File: src/rtl/mult_arbiter_pkg.sv
// Shared definitions for the two-port multiplier arbiter: FSM state encoding
// and default operand width / watchdog limit.
package mult_arbiter_pkg;

  localparam int DEFAULT_WIDTH   = 8;
  localparam int DEFAULT_TIMEOUT = 64;

  typedef enum logic [1:0] {
    ARB_IDLE  = 2'd0,
    ARB_ISSUE = 2'd1,
    ARB_WAIT  = 2'd2,
    ARB_RESP  = 2'd3
  } arb_state_e;

endpackage

File: src/rtl/mult_arbiter_if.sv
// Requester and multiplier-side signals of the arbiter; the arbiter sits on the
// slave modport, the requesters/multiplier environment on the master modport.
interface mult_arbiter_if
  import mult_arbiter_pkg::*;
#(
  parameter int WIDTH = DEFAULT_WIDTH
);
  logic                 req0;
  logic                 req1;
  logic [WIDTH-1:0]     a0;
  logic [WIDTH-1:0]     b0;
  logic [WIDTH-1:0]     a1;
  logic [WIDTH-1:0]     b1;
  logic                 ack0;
  logic                 ack1;
  logic [2*WIDTH-1:0]   result;
  logic                 err;
  logic                 busy;
  logic                 grant_id;
  logic                 mult_start;
  logic [WIDTH-1:0]     mult_a;
  logic [WIDTH-1:0]     mult_b;
  logic                 mult_done;
  logic [2*WIDTH-1:0]   mult_result;

  modport slave (
    input  req0, req1, a0, b0, a1, b1, mult_done, mult_result,
    output ack0, ack1, result, err, busy, grant_id, mult_start, mult_a, mult_b
  );

  modport master (
    output req0, req1, a0, b0, a1, b1, mult_done, mult_result,
    input  ack0, ack1, result, err, busy, grant_id, mult_start, mult_a, mult_b
  );
endinterface

File: src/rtl/mult_arbiter_timeout_counter.sv
// Watchdog counter for the WAIT state: clears on clr_i, counts on en_i and
// flags the last allowed wait cycle (count == TIMEOUT-1) on tc_o.
module arb_timeout_counter
  import mult_arbiter_pkg::*;
#(
  parameter int TIMEOUT = DEFAULT_TIMEOUT
) (
  input  logic clk,
  input  logic reset,
  input  logic clr_i,
  input  logic en_i,
  output logic tc_o
);
  localparam int CW = $clog2(TIMEOUT);
  localparam logic [CW-1:0] LAST = CW'(TIMEOUT - 1);

  logic [CW-1:0] cnt_q;
  logic [CW-1:0] cnt_d;

  always_comb begin
    cnt_d = cnt_q;
    if (clr_i) begin
      cnt_d = '0;
    end else if (en_i) begin
      cnt_d = cnt_q + CW'(1);
    end
  end

  always_ff @(posedge clk or posedge reset) begin
    if (reset) begin
      cnt_q <= '0;
    end else begin
      cnt_q <= cnt_d;
    end
  end

  assign tc_o = (cnt_q == LAST);

endmodule

File: src/rtl/mult_arbiter.sv
// Round-robin front end for the shared sequential multiplier: grants one of two
// requesters, pulses start, waits for done under a watchdog, then acks the winner.
module mult_arbiter
  import mult_arbiter_pkg::*;
#(
  parameter int WIDTH   = DEFAULT_WIDTH,
  parameter int TIMEOUT = DEFAULT_TIMEOUT
) (
  input  logic          clk,
  input  logic          reset,
  mult_arbiter_if.slave bus
);
  arb_state_e         state_q;
  logic               last_q;
  logic               grant_q;
  logic               ack0_q;
  logic               ack1_q;
  logic               err_q;
  logic               busy_q;
  logic               start_q;
  logic [WIDTH-1:0]   a_q;
  logic [WIDTH-1:0]   b_q;
  logic [2*WIDTH-1:0] result_q;
  logic               tc;
  logic               cnt_clr;
  logic               cnt_en;
  logic               pick1;

  // Port 1 wins when alone, or when both ask and port 0 was served last.
  assign pick1   = bus.req1 && (!bus.req0 || !last_q);
  assign cnt_clr = (state_q == ARB_ISSUE);
  assign cnt_en  = (state_q == ARB_WAIT) && !bus.mult_done && !tc;

  arb_timeout_counter #(
    .TIMEOUT (TIMEOUT)
  ) u_timeout (
    .clk   (clk),
    .reset (reset),
    .clr_i (cnt_clr),
    .en_i  (cnt_en),
    .tc_o  (tc)
  );

  always_ff @(posedge clk or posedge reset) begin
    if (reset) begin
      state_q  <= ARB_IDLE;
      last_q   <= 1'b1;
      grant_q  <= 1'b0;
      ack0_q   <= 1'b0;
      ack1_q   <= 1'b0;
      err_q    <= 1'b0;
      busy_q   <= 1'b0;
      start_q  <= 1'b0;
      a_q      <= '0;
      b_q      <= '0;
      result_q <= '0;
    end else begin
      start_q <= 1'b0;
      ack0_q  <= 1'b0;
      ack1_q  <= 1'b0;
      case (state_q)
        ARB_IDLE: begin
          if (bus.req0 || bus.req1) begin
            grant_q <= pick1;
            a_q     <= pick1 ? bus.a1 : bus.a0;
            b_q     <= pick1 ? bus.b1 : bus.b0;
            start_q <= 1'b1;
            busy_q  <= 1'b1;
            state_q <= ARB_ISSUE;
          end
        end
        ARB_ISSUE: begin
          state_q <= ARB_WAIT;
        end
        ARB_WAIT: begin
          // A real completion on the final watchdog cycle still counts as success.
          if (bus.mult_done) begin
            result_q <= bus.mult_result;
            err_q    <= 1'b0;
            ack0_q   <= !grant_q;
            ack1_q   <= grant_q;
            state_q  <= ARB_RESP;
          end else if (tc) begin
            result_q <= '0;
            err_q    <= 1'b1;
            ack0_q   <= !grant_q;
            ack1_q   <= grant_q;
            state_q  <= ARB_RESP;
          end
        end
        ARB_RESP: begin
          last_q  <= grant_q;
          busy_q  <= 1'b0;
          state_q <= ARB_IDLE;
        end
        default: begin
          state_q <= ARB_IDLE;
        end
      endcase
    end
  end

  assign bus.ack0       = ack0_q;
  assign bus.ack1       = ack1_q;
  assign bus.result     = result_q;
  assign bus.err        = err_q;
  assign bus.busy       = busy_q;
  assign bus.grant_id   = grant_q;
  assign bus.mult_start = start_q;
  assign bus.mult_a     = a_q;
  assign bus.mult_b     = b_q;

endmodule

File: src/flat_wrapper.sv
// flat-port wrapper written by rule: the top's interface ports become plain ports
module mult_arbiter_flat import mult_arbiter_pkg::*;
#(
  parameter int WIDTH   = DEFAULT_WIDTH,
  parameter int TIMEOUT = DEFAULT_TIMEOUT
)
  (clk, reset, bus_req0, bus_req1, bus_a0, bus_b0, bus_a1, bus_b1, bus_mult_done, bus_mult_result, bus_ack0, bus_ack1, bus_result, bus_err, bus_busy, bus_grant_id, bus_mult_start, bus_mult_a, bus_mult_b);
  mult_arbiter_if #(.WIDTH(WIDTH)) bus_i ();
  input  logic clk;
  input  logic reset;
  input wire logic [$bits(bus_i.req0)-1:0] bus_req0;
  input wire logic [$bits(bus_i.req1)-1:0] bus_req1;
  input wire logic [$bits(bus_i.a0)-1:0] bus_a0;
  input wire logic [$bits(bus_i.b0)-1:0] bus_b0;
  input wire logic [$bits(bus_i.a1)-1:0] bus_a1;
  input wire logic [$bits(bus_i.b1)-1:0] bus_b1;
  input wire logic [$bits(bus_i.mult_done)-1:0] bus_mult_done;
  input wire logic [$bits(bus_i.mult_result)-1:0] bus_mult_result;
  output wire logic [$bits(bus_i.ack0)-1:0] bus_ack0;
  output wire logic [$bits(bus_i.ack1)-1:0] bus_ack1;
  output wire logic [$bits(bus_i.result)-1:0] bus_result;
  output wire logic [$bits(bus_i.err)-1:0] bus_err;
  output wire logic [$bits(bus_i.busy)-1:0] bus_busy;
  output wire logic [$bits(bus_i.grant_id)-1:0] bus_grant_id;
  output wire logic [$bits(bus_i.mult_start)-1:0] bus_mult_start;
  output wire logic [$bits(bus_i.mult_a)-1:0] bus_mult_a;
  output wire logic [$bits(bus_i.mult_b)-1:0] bus_mult_b;
  assign bus_i.req0 = bus_req0;
  assign bus_i.req1 = bus_req1;
  assign bus_i.a0 = bus_a0;
  assign bus_i.b0 = bus_b0;
  assign bus_i.a1 = bus_a1;
  assign bus_i.b1 = bus_b1;
  assign bus_i.mult_done = bus_mult_done;
  assign bus_i.mult_result = bus_mult_result;
  assign bus_ack0 = bus_i.ack0;
  assign bus_ack1 = bus_i.ack1;
  assign bus_result = bus_i.result;
  assign bus_err = bus_i.err;
  assign bus_busy = bus_i.busy;
  assign bus_grant_id = bus_i.grant_id;
  assign bus_mult_start = bus_i.mult_start;
  assign bus_mult_a = bus_i.mult_a;
  assign bus_mult_b = bus_i.mult_b;
  mult_arbiter #(.WIDTH(WIDTH), .TIMEOUT(TIMEOUT)) u_core (.clk(clk), .reset(reset), .bus(bus_i));
endmodule
File: config.mk
export PLATFORM = sky130hd
export DESIGN_NAME = mult_arbiter_flat
export DESIGN_NICKNAME = d
export VERILOG_FILES = /design/src/rtl/mult_arbiter_pkg.sv /design/src/rtl/mult_arbiter_if.sv /design/src/rtl/mult_arbiter_timeout_counter.sv /design/src/rtl/mult_arbiter.sv /design/src/flat_wrapper.sv
export SDC_FILE = /design/constraint.sdc
export NUM_CORES = 1
export LEC_CHECK = 0
export CAP_MARGIN = 20
export CORE_MARGIN = 1.5
export CORE_UTILIZATION = 28
export CTS_CLUSTER_SIZE = 10
export DETAILED_ROUTE_END_ITERATION = 8
export PLACE_DENSITY = 0.66
export SYNTH_ARGS = -nofsm -noshare
export SYNTH_HDL_FRONTEND = slang
export SYNTH_SLANG_ARGS = --single-unit
File: constraint.sdc
create_clock -name clk -period 3.9 [get_ports clk]
set_clock_uncertainty 0.2 [all_clocks]
set_input_delay 0.78 -clock clk [delete_from_list [all_inputs] [get_ports clk]]
set_output_delay 0.78 -clock clk [all_outputs]
set_load 0.02 [all_outputs]
== After elaboration in Yosys (flattened, before gate mapping) ==
Cells that the tools add are included.

* Flip-flop bits (word level): 47
* Bits in latches: 0
* Memory bits (writable): 0
* ROM bits: 0
* Bits of input ports: 53
* Output and inout bits: 38
* Logic and storage cells: 59
* Memories kept: 0

* $add $sub $neg: 1
* Multiply operators: 0
* Div/mod/pow operators: 0
* Magnitude comparators: 0
* Eq/ne operators: 6
* Shift operators: 0
* Muxes and demuxes: 22
* Bitwise operators: 0
* Reduce and logical (&&, ||, !) cells: 18

{| class="wikitable"
|+ Operators with widths
! kind !! number
|-
| 16-bit 2-to-1 mux || 2
|-
| 8-bit 2-to-1 mux || 2
|-
| 6-bit 2-to-1 mux || 2
|-
| 1-bit 2-to-1 mux || 11
|-
| 2-bit one-hot mux with 4 select lines || 1
|-
| 2-bit AND reduction || 4
|-
| 6-bit by 1-bit adder with 6-bit output, second input constant || 1
|-
| 6-bit equality test, second input constant || 1
|-
| 2-bit 2-to-1 mux || 3
|-
| 2-bit nonzero test || 3
|-
| 1-bit logical NOT || 5
|-
| 2-bit equality test, second input constant || 2
|-
| 1-bit logical AND || 3
|-
| 3-bit by 2-bit != test with 1-bit output, second input constant || 1
|-
| 2-bit by 1-bit equality test with 1-bit output, second input constant || 1
|-
| 2-bit logical NOT || 1
|-
| 1-bit logical OR || 2
|-
| 2-bit by 1-bit != test with 1-bit output, second input constant || 1
|-
| 1-bit one-hot mux with 2 select lines || 1
|}

== Logic depth before layout (Yosys ltp) ==
Gate-level depths: netlist of the first run.

* Depth in word-level cells: 5
* Mapped depth: 6
* Depth with buffers taken out: 6

== Hierarchy ==
From an unflattened synthesis of the first run, not the netlist that was laid out.

* Cells, all modules: 184
* Area, all modules: 2014.4 um^2

{| class="wikitable"
|+ Modules (own cells, without submodules)
! module !! instances !! cells an instance !! area an instance (um^2) !! seq. area each (um^2)
|-
| mult_arbiter || 1 || 157 || 1732.9 || 1027.2
|-
| arb_timeout_counter || 1 || 27 || 281.5 || 150.1
|}

== Least setup slack after synthesis of the first run ==
Ideal clock, no wire load.

* Path type: in2reg
* Start point: input port bus_mult_done
* End point: register u_core.state_q[1]
* Setup time: 125 ps
* Data arrival time: 1537 ps
* Required time: 3575 ps
* Slack: 2038 ps
* Stages on the path: 4
* Buffers on the path: 0
* Path through: and2b_4 > o21ai_2 > nor2b_4 > mux2_4

* Cells in the longest elaborated chain, start to end: 2
* Elaborated cells on any way between the ends: 4
* Those cells by class: eq/ne (1); mux (2); reduce/logical (1)

{| class="wikitable"
|+ Ends and longest elaborated chain
! what !! RTL line !! text
|-
| start: declaration || flat_wrapper.sv:17 || <nowiki>input wire logic [$bits(bus_i.mult_done)-1:0] bus_mult_done;</nowiki>
|-
| 2-bit 2-to-1 mux / 3-bit by 2-bit != test with 1-bit output (equally long branches) || - ||
|-
| 2-bit one-hot mux with 4 select lines / 2-bit AND reduction (equally long branches) || - ||
|-
| end signal: assignment || mult_arbiter.sv:69 || <nowiki>state_q <= ARB_ISSUE;</nowiki>
|-
| end signal: assignment || mult_arbiter.sv:82 || <nowiki>state_q <= ARB_RESP;</nowiki>
|-
| end signal: assignment || mult_arbiter.sv:88 || <nowiki>state_q <= ARB_RESP;</nowiki>
|-
| end: declaration || mult_arbiter.sv:13 || <nowiki>arb_state_e state_q;</nowiki>
|}

Parallel ways exist; a longest one is shown, timed or not.
A chain may end at the register's enable or synchronous reset.

== Final worst setup path of the first run ==
* Start point: register u_core.grant_q (netlist: u_core.bus.grant_id)
* End point: output port bus_grant_id

{| class="wikitable"
|+ RTL lines
! what !! RTL line !! text
|-
| start: declaration || mult_arbiter.sv:15 || <nowiki>logic grant_q;</nowiki>
|-
| start signal: assignment || mult_arbiter.sv:64 || <nowiki>grant_q <= pick1;</nowiki>
|-
| end: declaration || flat_wrapper.sv:24 || <nowiki>output wire logic [$bits(bus_i.grant_id)-1:0] bus_grant_id;</nowiki>
|}

No word-level cell between the ends.

==> qor.json, run 1 <==
{
  "outcome": "finished clean",
  "class_of_the_tightest_hold_or_removal_check": "flop to flop",
  "worst_slew_pin_slew_ns": 0.774,
  "final-hold-violation-count": 0,
  "post-place-ws_ns": 1.35,
  "core.rowCount": 31,
  "report.final.setup_viol": 0,
  "routed-via-count": 1630,
  "routabilityCongestion": 0.783,
  "post_synth_and_or_nand_nor_area_fraction": 0.106,
  "layout_commonest_cell": "clkdlybuf4s50_1",
  "cp_slowest_stage_delay_ns": 0.63,
  "worst_slack_ns": 1.58,
  "grt_setup_unrepaired": "no",
  "tot_gr_track_use": 0.129,
  "worst-path-buf-inv": 1,
  "fp.coreArea_um2": 7210,
  "max_cap_viol_count": 0,
  "num-nets-final": 324,
  "port-buffer-count": 90,
  "mappedNetlistArea_um2": 2070,
  "initial_core_utilization": 0.287,
  "synth_compound_gate_area_share": 0.143,
  "global_route.usage.met1": 0.167,
  "synthXorXnorAreaFrac": 0.00423,
  "hold_path.startpoint": "u_core.bus.mult_a[5]",
  "floorplan.die.width_um": 89.0,
  "mappedNetlistNets": 232,
  "utilization": 0.438,
  "die_area_um2": 7920,
  "synth-seq-area-share": 0.568,
  "layout-area-overhead-vs-synth_pct": 52.5,
  "first_global_vias": 1633,
  "cts_hold_buffers": 0,
  "leakage_uw": 0.00141,
  "synth-warning-count": 0,
  "clk_transition_reported_paths_ns": 0.09,
  "reg2reg_from": "u_core.u_timeout.cnt_q[0]",
  "post_cts_resize_count": 0,
  "layout.cells.most_common_list": "clkdlybuf4s50_1, dfrtp_1, nand2_1, mux2i_1, a22o_1",
  "detail-route-antenna-nets": 0,
  "post-cts-setup-buffer-count": 0,
  "clock_root_cell": "clkbuf_8",
  "cts_num_sinks": 47,
  "number_of_synthesized_register_bits": 47,
  "setup.reg_to_reg.worst_slack_ns": 1.89,
  "main_combinational_cell_family_by_area_after_synthesis": "compound AO/OA/AOI/OAI gates",
  "ys.flop_type": "dfrtp_1",
  "worst_skew_pair.late_latency_ns": 0.29,
  "count_of_h_tree_levels_built_during_cts": 2,
  "ys_async_rst_share": 1.00,
  "synth-adder-area-share": 0.0362,
  "largest_delay_contributor_family_on_the_critical_path": "buffers and inverters",
  "cp_cell_sequence": "clkdlybuf4s50_1",
  "setup_total_negative_slack_ns": 0,
  "cts_inserted_buffers": 5,
  "dr.pass1.iters": 4,
  "critical_path.max_fanout": 4,
  "hpwlAfterDp_um": 3430,
  "grt.met2_usage": 0.196,
  "synth.mux.area_fraction": 0.104,
  "gr-usage-met3": 0.0508,
  "hold_end": "u_core.bus.mult_a[5]",
  "cts_max_path_buffers": 2,
  "detailedRoute.firstIterationViolations": 51,
  "period_minus_slack_ns": 2.32,
  "synth_cell_type_count": 38,
  "critical_path.startpoint_type": "flop",
  "avgSynthCellArea_um2": 12.0,
  "synth-edff-count": 0,
  "busiest_layer": "met2",
  "num_io_pins": 91,
  "cp.arrival_ns": 1.34,
  "grt_max_degree": 48,
  "timing.reg2reg.worst_path_depth": 5,
  "timing.rr.end": "u_core.bus.result[12]",
  "routed_wirelength_um": 4760,
  "irDropWorstVdd_uv": 331,
  "antenna_cells": 0,
  "cp_capture_type": "output pin",
  "worst_ep_required_time_ns": 2.92,
  "crit_type": "flop to output pin",
  "drive_above_1_share": 0.0827,
  "die_y_extent_um": 89.0,
  "detail_route.vias_per_cell": 4.47,
  "wire_length_per_cell_after_detailed_routing_um": 13.0,
  "critPathSlowestCell": "clkdlybuf4s50_1",
  "grt_pass1_wl_um": 7760,
  "antenna_found_initial": 0,
  "cts_tree": "built",
  "relative_slew_margins": 0.484,
  "slew_violations": 0,
  "powerDensity_nw_per_um2": 698,
  "drcViolationCount": 0,
  "maxClockFrequency_mhz": 432,
  "min_delay_path_depth": 2,
  "report.power.total_uw": 2210,
  "syn-instance-count": 173,
  "fin_crit_sh": 0.594,
  "grt-ovfl-total": 0
}
## registers in the layout, summed over array words and instances (netlist names)
| register | flops |
|---|---|
| u_core.state_q | 2 |
| u_core.bus.mult_a | 8 |
| u_core.last_q | 1 |
| u_core.bus.result | 16 |
| u_core.bus.mult_b | 8 |
| u_core.bus.mult_start | 1 |
| u_core.bus.grant_id | 1 |
| u_core.u_timeout.cnt_q | 6 |
| u_core.bus.busy | 1 |
| u_core.bus.ack1 | 1 |
| u_core.bus.err | 1 |
| u_core.bus.ack0 | 1 |
## worst min-delay path: stages (launching register included)
cell and delay (ns):
dfrtp_1 0.35, nand2_1 0.05, o21ai_1 0.06
## cell usage after synthesis (2+ instances only)
library cell / n / area share
a21oi_1: 2 / 0.0048
a22o_1: 16 / 0.068
buf_2: 2 / 0.0048
clkbuf_1: 3 / 0.0054
dfrtp_1: 46 / 0.56
ha_1: 6 / 0.036
inv_1: 6 / 0.011
mux2i_1: 19 / 0.092
nand2_1: 19 / 0.034
nand4_1: 2 / 0.0060
nor2_1: 7 / 0.013
nor3_1: 2 / 0.0048
o21ai_0: 8 / 0.019
o21ai_1: 10 / 0.024
o21ai_2: 2 / 0.0085
## layout make-up
type	count	area, µm²
fillers	708	4050
repair buffers	93	936
inverters	6	22.5
flip-flops and latches	47	1180
clock buffers	8	80.1
multi-input cells	112	821
well taps	99	124
## through the flow
step	hold slack (ns)	instance area [µm²]	std cells
floorplan	0.328	2070	173
global placement	0.268	3060	356
detailed placement	0.276	3060	356
CTS	0.295	3140	364
global route	0.318	3160	365
finish	0.288	3160	365
## kinds of logic (layout without fill, tap and decap cells)
| logic type | Yosys count | in the layout |
|---|---|---|
| and+or+nand+nor | 42 | 42 |
| xor gates and xnor gates | 1 | 1 |
| buffers and inverters | 14 | 107 |
| adders and majority gates | 6 | 6 |
| DFF | 47 | 47 |
| muxes | 21 | 21 |
| AOI/OAI and AO/OA | 42 | 42 |
## routing by layer
| metal | up-vias | wire length [µm] |
|---|---|---|
| met5 | - | 0 |
| met4 | 0 | 59 |
| met3 | 4 | 462 |
| met2 | 69 | 2040 |
| met1 | 760 | 2190 |
| li1 | 797 | - |
## where the power goes
| group | total [µW] | switching [µW] | internal, µW |
|---|---|---|---|
| logic | 1110 | 549 | 558 |
| registers | 816 | 120 | 696 |
| clock network | 283 | 156 | 128 |
## worst max path at each step
stage	cells after the start	slack, ns	to	from
finish	1	1.58	bus_grant_id	u_core.bus.grant_id
floorplan	1	1.81	u_core.bus.ack0	reset
CTS	1	1.56	bus_grant_id	u_core.bus.grant_id
global route	1	1.53	bus_grant_id	u_core.bus.grant_id
global placement	5	1.39	u_core.bus.mult_a[2]	bus_req1
detailed placement	5	1.35	u_core.bus.mult_b[4]	bus_req1
Power figures use the tool's default switching activity.
==> run 2, diff against run 1 <==
==> constraint.sdc (replaced) <==
create_clock -name clk -period 2.2 [get_ports clk]
set_clock_uncertainty 0.2 [all_clocks]
set_input_delay 0.44 -clock clk [delete_from_list [all_inputs] [get_ports clk]]
set_output_delay 0.44 -clock clk [all_outputs]
set_load 0.02 [all_outputs]
==> run 2 against run 1 <==
Hold slack got worse by 0.066 ns; count of clock-buffer cells in the layout fell by 3; sequential share of layout area fell by 1.2 points.
==> qor.json, run 2 (synthesized netlist as in run 1, its figures left out) <==
{
  "share_comb_of_total_power": 0.492,
  "p_switching_uw": 1520,
  "switching_share": 0.367,
  "detail_route.vias_per_cell": 4.38,
  "max_cap_viol_count": 0,
  "cts_hold_buffers": 0,
  "grt-ovfl-total": 0,
  "layout.cells.most_common_list": "clkdlybuf4s50_1, dfrtp_1, nand2_1, mux2i_1, a22o_1",
  "post_cts_resize_count": 0,
  "seq_power_share": 0.352,
  "tot_gr_track_use": 0.130,
  "floorplan.die.width_um": 89.0,
  "worst_skew_pair.late_latency_ns": 0.30,
  "count_of_h_tree_levels_built_during_cts": 2,
  "critical_path.startpoint_type": "flop",
  "final.hold.worst_slack_ns": 0.223,
  "detail-route-antenna-nets": 0,
  "maxClockFrequency_mhz": 500,
  "fill_cells": 710,
  "cp.arrival_ns": 1.36,
  "p_int_uw": 2620,
  "largest_delay_contributor_family_on_the_critical_path": "buffers and inverters",
  "leakage_uw": 0.00147,
  "routabilityCongestion": 0.724,
  "setup_total_negative_slack_ns": 0,
  "hpwlAfterDp_um": 3720,
  "worst_ep_required_time_ns": 1.56,
  "multiInputGateArea_um2": 821,
  "irDropWorstVdd_uv": 442,
  "outcome": "finished clean",
  "slew_violations": 0,
  "cts_tree": "built",
  "clock_root_cell": "clkbuf_8",
  "initial_core_utilization": 0.287,
  "layout-area-overhead-vs-synth_pct": 57.6,
  "antenna_cells": 0,
  "detailedRoute.firstIterationViolations": 44,
  "antenna_found_initial": 0,
  "grt_setup_unrepaired": "no",
  "first_global_vias": 1641,
  "period_minus_slack_ns": 2.00,
  "class_of_the_tightest_hold_or_removal_check": "input pin to async pin",
  "cp_slowest_stage_delay_ns": 0.66,
  "report.final.setup_viol": 0,
  "die_y_extent_um": 89.0,
  "wire_length_per_cell_after_detailed_routing_um": 13.1,
  "critPathSlowestCell": "clkdlybuf4s50_1",
  "core.rowCount": 31,
  "largest_register_ff_count": 16,
  "power.share.clock": 0.156,
  "dr.pass1.iters": 3,
  "cp_cell_sequence": "clkdlybuf4s50_1",
  "port-buffer-count": 90,
  "layout_commonest_cell": "clkdlybuf4s50_1",
  "num_io_pins": 91,
  "worst_slew_pin_slew_ns": 0.364,
  "grt_max_degree": 29,
  "final-hold-violation-count": 0,
  "cp_capture_type": "output pin",
  "routed_wirelength_um": 4850,
  "post-cts-setup-buffer-count": 0,
  "critical_path.max_fanout": 4,
  "cts_inserted_buffers": 5,
  "relative_slew_margins": 0.757,
  "fin_crit_sh": 0.909,
  "fp.coreArea_um2": 7210,
  "worst-path-buf-inv": 1,
  "grt_pass1_wl_um": 7810,
  "clk_transition_reported_paths_ns": 0.09,
  "cts_num_sinks": 47,
  "routed-via-count": 1626,
  "die_area_um2": 7920,
  "powerDensity_nw_per_um2": 1270,
  "crit_type": "flop to output pin",
  "cts_max_path_buffers": 2,
  "num-nets-final": 330,
  "final-seq-area_um2": 1180,
  "drcViolationCount": 0,
  "drive_above_1_share": 0.114
}
## run 2: cell types whose count changed in the layout (fill, tap and decap cells not counted), sizes merged
cell      change
buf           +6
bufinv        +1
inv           +1
clkbuf        -3
clkinvlp      +1
## run 2: metal layers
layer | global-route usage | wire, µm | up-vias
met2 | 0.196 | 2050 | 67
met3 | 0.0499 | 412 | 5
met5 | 0 | 0 | -
met1 | 0.171 | 2310 | 747
li1 | - | - | 807
met4 | 0.0462 | 70 | 0
## run 2: power groups by stage
| stage | registers (µW) | logic, µW | clock network (µW) |
|---|---|---|---|
| floorplan | 1830 | 723 | 0 |
| global placement | 1460 | 2050 | 0 |
| finish | 1460 | 2040 | 647 |
| global route | 1500 | 2220 | 712 |
| CTS | 1460 | 2070 | 681 |
| detailed placement | 1470 | 2070 | 0 |
## run 2: layout make-up
type                            instances  area share
Clock buffer                            5      0.0211
Clock inverter                          3      0.0142
Sequential cell                        47       0.361
Multi-Input combinational cell        112       0.251
Timing Repair Buffer                   99       0.308
Tap cell                               99      0.0379
Inverter                                6     0.00690
## run 2: worst register-to-register path, cell delays in order, from the launching register on
cell     delay [ns]
dfrtp_1        0.43
ha_1           0.29
nand3_2        0.15
o21ai_2        0.22
nor2b_4        0.20
mux2_4         0.30
## run 2: per-stage QoR
stage | power [µW] | setup WS [ns] | util | cell area, µm² | cells
after global placement | 3510 | 0.126 | 0.437 | 3150 | 363
after floorplan | 2550 | 0.439 | - | 2070 | 173
after CTS | 4220 | 0.185 | 0.453 | 3270 | 371
after detailed placement | 3540 | 0.0955 | 0.437 | 3150 | 363
final | 4140 | 0.199 | 0.453 | 3270 | 371
after global routing | 4430 | 0.138 | 0.453 | 3270 | 371
## run 2: final timing paths
kind,start,to,slack [ns],cells after the start
worst max-delay path,u_core.bus.grant_id,bus_grant_id,0.20,1
worst min-delay path,reset,u_core.bus.mult_a[5],0.22,2
worst max register to register,u_core.u_timeout.cnt_q[0],u_core.state_q[1],0.30,5
worst min register to register,u_core.bus.mult_b[7],u_core.bus.mult_b[7],0.29,2
max in group asynchronous,reset,u_core.bus.result[10],1.04,3
min in group clk,u_core.bus.mult_b[7],u_core.bus.mult_b[7],0.29,2
